`config.mk`:
```
export PLATFORM = sky130hd
export DESIGN_NAME = rv32i_multicycle_ctrl
export DESIGN_NICKNAME = d
export VERILOG_FILES = /design/src/rtl/rv32i_multicycle_ctrl.sv
export SDC_FILE = /design/constraint.sdc
export NUM_CORES = 1
export LEC_CHECK = 0
export BUFFER_PORTS_ARGS = -buffer_cell sky130_fd_sc_hd__buf_2
export CAP_MARGIN = 10
export CELL_PAD_IN_SITES_DETAIL_PLACEMENT = 2
export CELL_PAD_IN_SITES_GLOBAL_PLACEMENT = 2
export CORE_MARGIN = 2
export CORE_UTILIZATION = 31
export DETAILED_ROUTE_END_ITERATION = 8
export HOLD_SLACK_MARGIN = 0.08
export MAX_ROUTING_LAYER = met4
export PLACE_DENSITY = 0.91
export SLEW_MARGIN = 10
export SYNTH_ARGS = -nofsm -noshare
export SYNTH_HDL_FRONTEND = slang
export SYNTH_SLANG_ARGS = --single-unit
export TNS_END_PERCENT = 50
```
`constraint.sdc`:
```
create_clock -name clk -period 3 [get_ports clk]
set_input_delay 0.3 -clock clk [delete_from_list [all_inputs] [get_ports clk]]
set_output_delay 0.3 -clock clk [all_outputs]
set_load 0.01 [all_outputs]
```
`src/rtl/rv32i_multicycle_ctrl.sv`:
```
// Multi-cycle control FSM for an RV32I core: sequences fetch, decode, execute,
// memory and writeback, and drives the datapath strobes from the latched IR.
module rv32i_multicycle_ctrl #(
    parameter int MEM_TIMEOUT = 15
) (
    input  logic        clk,
    input  logic        rst_n,
    input  logic [31:0] instruction,
    input  logic        imem_ready,
    input  logic        dmem_ready,
    input  logic        br_cond,
    output logic        imem_req,
    output logic        ir_we,
    output logic        dmem_req,
    output logic        dmem_we,
    output logic        pc_we,
    output logic [1:0]  pc_sel,
    output logic        alu_a_sel,
    output logic        alu_b_sel,
    output logic [3:0]  alu_op,
    output logic        rf_we,
    output logic [1:0]  wb_sel,
    output logic [2:0]  state,
    output logic        fault,
    output logic [31:0] instret
);

    typedef enum logic [2:0] {
        S_FETCH  = 3'd0,
        S_DECODE = 3'd1,
        S_EXEC   = 3'd2,
        S_MEM    = 3'd3,
        S_WB     = 3'd4,
        S_FAULT  = 3'd7
    } state_t;

    localparam logic [6:0] OPC_LUI    = 7'b0110111;
    localparam logic [6:0] OPC_AUIPC  = 7'b0010111;
    localparam logic [6:0] OPC_JAL    = 7'b1101111;
    localparam logic [6:0] OPC_JALR   = 7'b1100111;
    localparam logic [6:0] OPC_BRANCH = 7'b1100011;
    localparam logic [6:0] OPC_LOAD   = 7'b0000011;
    localparam logic [6:0] OPC_STORE  = 7'b0100011;
    localparam logic [6:0] OPC_OP_IMM = 7'b0010011;
    localparam logic [6:0] OPC_OP     = 7'b0110011;

    localparam int            CW    = (MEM_TIMEOUT > 1) ? $clog2(MEM_TIMEOUT + 1) : 1;
    localparam logic [CW-1:0] LIMIT = CW'(MEM_TIMEOUT);

    state_t        state_r;
    state_t        state_s;
    logic [CW-1:0] wait_r;
    logic [31:0]   instret_r;

    logic [6:0] opcode_s;
    logic [2:0] funct3_s;
    logic       is_lui_s, is_auipc_s, is_jal_s, is_jalr_s, is_branch_s;
    logic       is_load_s, is_store_s, is_op_imm_s, is_op_s, legal_s;
    logic       timeout_s, dp_valid_s, unused_bits_s;

    logic       imem_req_s, ir_we_s, dmem_req_s, dmem_we_s, pc_we_s, rf_we_s;
    logic [1:0] pc_sel_s, wb_sel_s;
    logic       alu_a_sel_s, alu_b_sel_s;
    logic [3:0] alu_op_s;

    assign opcode_s      = instruction[6:0];
    assign funct3_s      = instruction[14:12];
    assign unused_bits_s = ^{instruction[31], instruction[29:15]};

    assign is_lui_s    = (opcode_s == OPC_LUI);
    assign is_auipc_s  = (opcode_s == OPC_AUIPC);
    assign is_jal_s    = (opcode_s == OPC_JAL);
    assign is_jalr_s   = (opcode_s == OPC_JALR);
    assign is_branch_s = (opcode_s == OPC_BRANCH);
    assign is_load_s   = (opcode_s == OPC_LOAD);
    assign is_store_s  = (opcode_s == OPC_STORE);
    assign is_op_imm_s = (opcode_s == OPC_OP_IMM);
    assign is_op_s     = (opcode_s == OPC_OP);
    assign legal_s     = is_lui_s | is_auipc_s | is_jal_s | is_jalr_s | is_branch_s |
                         is_load_s | is_store_s | is_op_imm_s | is_op_s;

    // A zero limit disables the memory timeout entirely.
    assign timeout_s  = (MEM_TIMEOUT != 0) && (wait_r == LIMIT);
    assign dp_valid_s = (state_r == S_EXEC) || (state_r == S_MEM) || (state_r == S_WB);

    // Next-state and strobe decode.
    always_comb begin
        state_s    = state_r;
        imem_req_s = 1'b0;
        ir_we_s    = 1'b0;
        dmem_req_s = 1'b0;
        dmem_we_s  = 1'b0;
        pc_we_s    = 1'b0;
        pc_sel_s   = 2'd0;
        rf_we_s    = 1'b0;
        case (state_r)
            S_FETCH: begin
                imem_req_s = 1'b1;
                if (imem_ready) begin
                    ir_we_s = 1'b1;
                    state_s = S_DECODE;
                end else if (timeout_s) begin
                    state_s = S_FAULT;
                end else begin
                    state_s = S_FETCH;
                end
            end
            S_DECODE: begin
                if (legal_s) begin
                    state_s = S_EXEC;
                end else begin
                    state_s = S_FAULT;
                end
            end
            S_EXEC: begin
                if (is_load_s || is_store_s) begin
                    state_s = S_MEM;
                end else if (is_branch_s) begin
                    pc_we_s  = 1'b1;
                    pc_sel_s = br_cond ? 2'd1 : 2'd0;
                    state_s  = S_FETCH;
                end else begin
                    state_s = S_WB;
                end
            end
            S_MEM: begin
                dmem_req_s = 1'b1;
                dmem_we_s  = is_store_s;
                if (dmem_ready) begin
                    if (is_store_s) begin
                        pc_we_s = 1'b1;
                        state_s = S_FETCH;
                    end else begin
                        state_s = S_WB;
                    end
                end else if (timeout_s) begin
                    state_s = S_FAULT;
                end else begin
                    state_s = S_MEM;
                end
            end
            S_WB: begin
                rf_we_s = (instruction[11:7] != 5'd0);
                pc_we_s = 1'b1;
                if (is_jal_s) begin
                    pc_sel_s = 2'd1;
                end else if (is_jalr_s) begin
                    pc_sel_s = 2'd2;
                end else begin
                    pc_sel_s = 2'd0;
                end
                state_s = S_FETCH;
            end
            S_FAULT: state_s = S_FAULT;
            default: state_s = S_FAULT;
        endcase
    end

    // Datapath operand, ALU and writeback selects.
    always_comb begin
        alu_a_sel_s = 1'b0;
        alu_b_sel_s = 1'b0;
        alu_op_s    = 4'b0000;
        wb_sel_s    = 2'd0;
        if (dp_valid_s) begin
            alu_a_sel_s = is_auipc_s;
            alu_b_sel_s = is_op_imm_s | is_load_s | is_store_s | is_jalr_s | is_auipc_s;
            if (is_op_s) begin
                alu_op_s = {instruction[30], funct3_s};
            end else if (is_op_imm_s) begin
                alu_op_s = {(funct3_s == 3'b101) & instruction[30], funct3_s};
            end else if (is_branch_s) begin
                alu_op_s = 4'b1000;
            end else begin
                alu_op_s = 4'b0000;
            end
            if (is_lui_s) begin
                wb_sel_s = 2'd3;
            end else if (is_jal_s || is_jalr_s) begin
                wb_sel_s = 2'd2;
            end else if (is_load_s) begin
                wb_sel_s = 2'd1;
            end else begin
                wb_sel_s = 2'd0;
            end
        end else begin
            alu_op_s = 4'b0000;
        end
    end

    // State, retire counter and memory wait counter.
    always_ff @(posedge clk or negedge rst_n) begin
        if (!rst_n) begin
            state_r   <= S_FETCH;
            wait_r    <= '0;
            instret_r <= 32'd0;
        end else begin
            state_r <= state_s;
            if (pc_we_s) begin
                instret_r <= instret_r + 32'd1;
            end
            if (state_s != state_r) begin
                wait_r <= '0;
            end else if ((wait_r != LIMIT) &&
                         (((state_r == S_FETCH) && !imem_ready) ||
                          ((state_r == S_MEM) && !dmem_ready))) begin
                wait_r <= wait_r + CW'(1);
            end
        end
    end

    // Everything is held quiet while reset is asserted, whatever the inputs do.
    assign imem_req  = rst_n & imem_req_s;
    assign ir_we     = rst_n & ir_we_s;
    assign dmem_req  = rst_n & dmem_req_s;
    assign dmem_we   = rst_n & dmem_we_s;
    assign pc_we     = rst_n & pc_we_s;
    assign rf_we     = rst_n & rf_we_s;
    assign alu_a_sel = rst_n & alu_a_sel_s;
    assign alu_b_sel = rst_n & alu_b_sel_s;
    assign pc_sel    = rst_n ? pc_sel_s : 2'd0;
    assign alu_op    = rst_n ? alu_op_s : 4'd0;
    assign wb_sel    = rst_n ? wb_sel_s : 2'd0;
    assign state     = rst_n ? state_r  : 3'd0;
    assign fault     = rst_n & (state_r == S_FAULT);
    assign instret   = rst_n ? instret_r : 32'd0;

endmodule

```
==> impl_metrics.json <==
{
  "final_cell_mix": "buf_2, and2_1, dfrtp_1, xnor2_1, nand2_1",
  "clock_latency_ps": 300,
  "clk_path_buf_depth": 2,
  "p_switching_uw": 502,
  "dieArea_um2": 8950,
  "final_core_util_pct": 38.8,
  "grt_antenna_before_repair": 0,
  "drt_iter0_drc": 43,
  "ys_seq_elements": 39,
  "synth_edf_count": 0,
  "synthArstFlopShare_pct": 100,
  "cts.clk_slew.worst_paths_ps": 80,
  "postRouteAntennaNets": 0,
  "dpl_worst_slack_ps": 591,
  "crit_path_cell_trace": "dlygate4sd3_1 > buf_2 > o21ai_1 > nor4_2 > and2_1 > buf_2",
  "hold_ws_ps": 460,
  "swShare_pct": 36.3,
  "period_needed_ps": 2530,
  "wl_met3_um": 354,
  "syn_inst": 288,
  "pwr-share-seq_pct": 44.3,
  "synthToLayoutAreaGrowth_pct": 23.5,
  "yosysSeqAreaShare_pct": 38.4,
  "wl_met1_mm": 3.33,
  "vdd_drop_max_mv": 0.178,
  "crit_slowest_cell": "dlygate4sd3_1",
  "hold_viol": 0,
  "routabilityCongestion": 0.774,
  "grt_pass1_wl_mm": 13.3,
  "crit_type": "input pin to output port",
  "numCtsBuffers": 5,
  "rsz0062_at_grt": "false",
  "cpPeakStageDelay_ps": 520,
  "p_leak_nw": 1.47,
  "cp.arrival_ps": 2230,
  "grt_use_total_pct": 19.5,
  "firstDrtPassIters": 4,
  "vias": 2424,
  "combPwrFrac_pct": 29.2,
  "grt_max_degree": 32,
  "critPathCaptureType": "output port",
  "wire_per_inst_um": 17.2,
  "cts_sinks": 39,
  "initial_core_util_pct": 31.4,
  "slew_violations": 0,
  "min_path_type": "input pin to flop",
  "core_area_um2": 8090,
  "final_common_cell": "buf_2",
  "final_cell_area_um2": 3140,
  "min_period_over_period_pct": 84.2,
  "cap_violations": 0,
  "dp_hpwl_mm": 6.01,
  "finalSetupViolations": 0,
  "drc": 0,
  "pwr_density_cell_nw_per_um2": 441,
  "ys_types": 44,
  "cp.required_ps": 2700,
  "syn_area_um2": 2540,
  "p_int_uw": 883,
  "relSlewSlack_pct": 60.5,
  "rows": 33,
  "port_buffers": 72,
  "h-tree-depth": 2,
  "cp.buffers_inverters": 3,
  "antenna-diode-count": 0,
  "final.setup.worst_slack_ps": 473,
  "cp_common_cell": "buf_2",
  "post_dp_cell_area_um2": 3040,
  "synth_flop_cell": "dfrtp_1",
  "pin_count": 89,
  "max_freq_ghz": 0.396,
  "setup.worst_path.start_class": "input pin",
  "final_nets": 401,
  "gr-total-overflow": 0,
  "synth.net_count": 327,
  "yosysWarningCount": 0,
  "syn_area_per_cell_um2": 8.83,
  "worst-path-max-fanout": 28,
  "max_slew.worst_pin.slew_ps": 592,
  "status": "completed",
  "fin_skew_ps": 5.58,
  "chipHeight_um": 94.6,
  "totalWireLength_mm": 8.04,
  "die_width_um": 94.6,
  "cp_top_family": "buffers and inverters",
  "via_per_inst": 5.18,
  "drive_gt1_share_pct": 25.1,
  "power_frac_clock_pct": 26.5,
  "top_layer_used": "met4",
  "root_buffer": "clkbuf_8",
  "first_global_vias": 2593,
  "cts_tree": "yes",
  "fill_cells": 964,
  "tns_ps": 0,
  "wl_met2_mm": 4.29
}
==> power groups by stage <==
stage               sequential (mW)  clock, mW  combinational [mW]
floorplan                     0.615          0               0.250
global placement              0.618          0               0.384
detailed placement            0.625          0               0.406
CTS                           0.615      0.376               0.411
global route                  0.622      0.400               0.459
finish                        0.613      0.368               0.405
==> metrics by stage <==
stage | power [mW] | cells
after detailed placement | 1.03 | 459
after CTS | 1.40 | 468
after floorplan | 0.865 | 288
final | 1.39 | 468
after global routing | 1.48 | 468
after global placement | 1.00 | 459
==> flip-flops by register name, summed over array words and instances, names as in the netlist <==
register and flops:
instret_r 32, wait_r 4, state_r 3
==> synthesized netlist by cell type, types with 2 or more instances <==
library cell	instances	share of area, %
ha_1	2	0.98
inv_1	5	0.74
nand3b_1	3	0.89
xnor2_1	29	10
and2_1	42	10
a211oi_1	5	1.5
nor4_1	3	0.74
a21oi_1	6	1.2
dfrtp_1	39	38
o21ai_0	5	0.98
a31oi_1	2	0.49
nor2b_1	2	0.49
and3_1	16	3.9
nand3_1	18	3.5
or3_1	2	0.49
nor2_1	19	2.8
and4_1	5	1.7
nand4_1	13	3.2
nand2b_1	6	1.5
nor3_1	8	1.6
nand2_1	20	3.0
clkbuf_1	10	1.5
buf_2	3	0.59
xor2_1	5	1.7
==> worst paths after layout <==
check / startpoint / end / slack [ps] / cells after the start
min in group asynchronous: rst_n / wait_r[0]$_DFFE_PN0P_ / 510 / 2
max: rst_n / alu_op[0] / 470 / 6
min: dmem_ready / state_r[0]$_DFF_PN0_ / 460 / 4
max in group asynchronous: rst_n / instret_r[1]$_DFFE_PN0P_ / 1770 / 3
max reg2reg: state_r[0]$_DFF_PN0_ / instret_r[20]$_DFFE_PN0P_ / 760 / 6
min reg2reg: instret_r[31]$_DFFE_PN0P_ / instret_r[31]$_DFFE_PN0P_ / 470 / 1
==> tightest hold or removal path: stages <==
cell     delay [ps]
buf_2           140
o21ai_0          90
nor2_1           90
o21ai_0          90
==> metal layers <==
| metal | GRT usage (%) | vias up |
|---|---|---|
| li1 | - | 1154 |
| met1 | 21.7 | 1211 |
| met2 | 36.2 | 53 |
| met3 | 3.35 | 6 |
| met4 | 4.47 | 0 |
| met5 | - | - |
==> layout make-up <==
class | count | area (µm²) | share of cell area (%)
inverter | 5 | 18.8 | 0.598
tap | 105 | 131 | 4.18
multi-input combinational | 231 | 1500 | 47.8
clock buffer | 5 | 68.8 | 2.19
clock inverter | 3 | 20.0 | 0.637
sequential | 39 | 976 | 31.1
timing repair buffer | 80 | 423 | 13.5
==> kinds of logic (layout without fill, tap and decap cells) <==
kind of cell / count (synthesis) / in the layout / synth area share (%)
AND/OR/NAND/NOR: 162 / 162 / 36.0
flip-flops: 39 / 39 / 38.4
XOR/XNOR: 34 / 34 / 11.7
AO/OA/AOI/OAI: 30 / 30 / 8.90
buffers and inverters: 18 / 93 / 2.80
multiplexers: 3 / 3 / 1.28
adder cells (fa/ha/maj): 2 / 2 / 0.984
==> what timing repair did <==
action	in CTS	in global routing
setup buffers	0	0
endpoints found under the hold margin	12	0
gates resized for setup	0	1
hold buffers	1	0
setup endpoints to repair	0	3
Note: power is estimated with default switching activity, not from simulation.
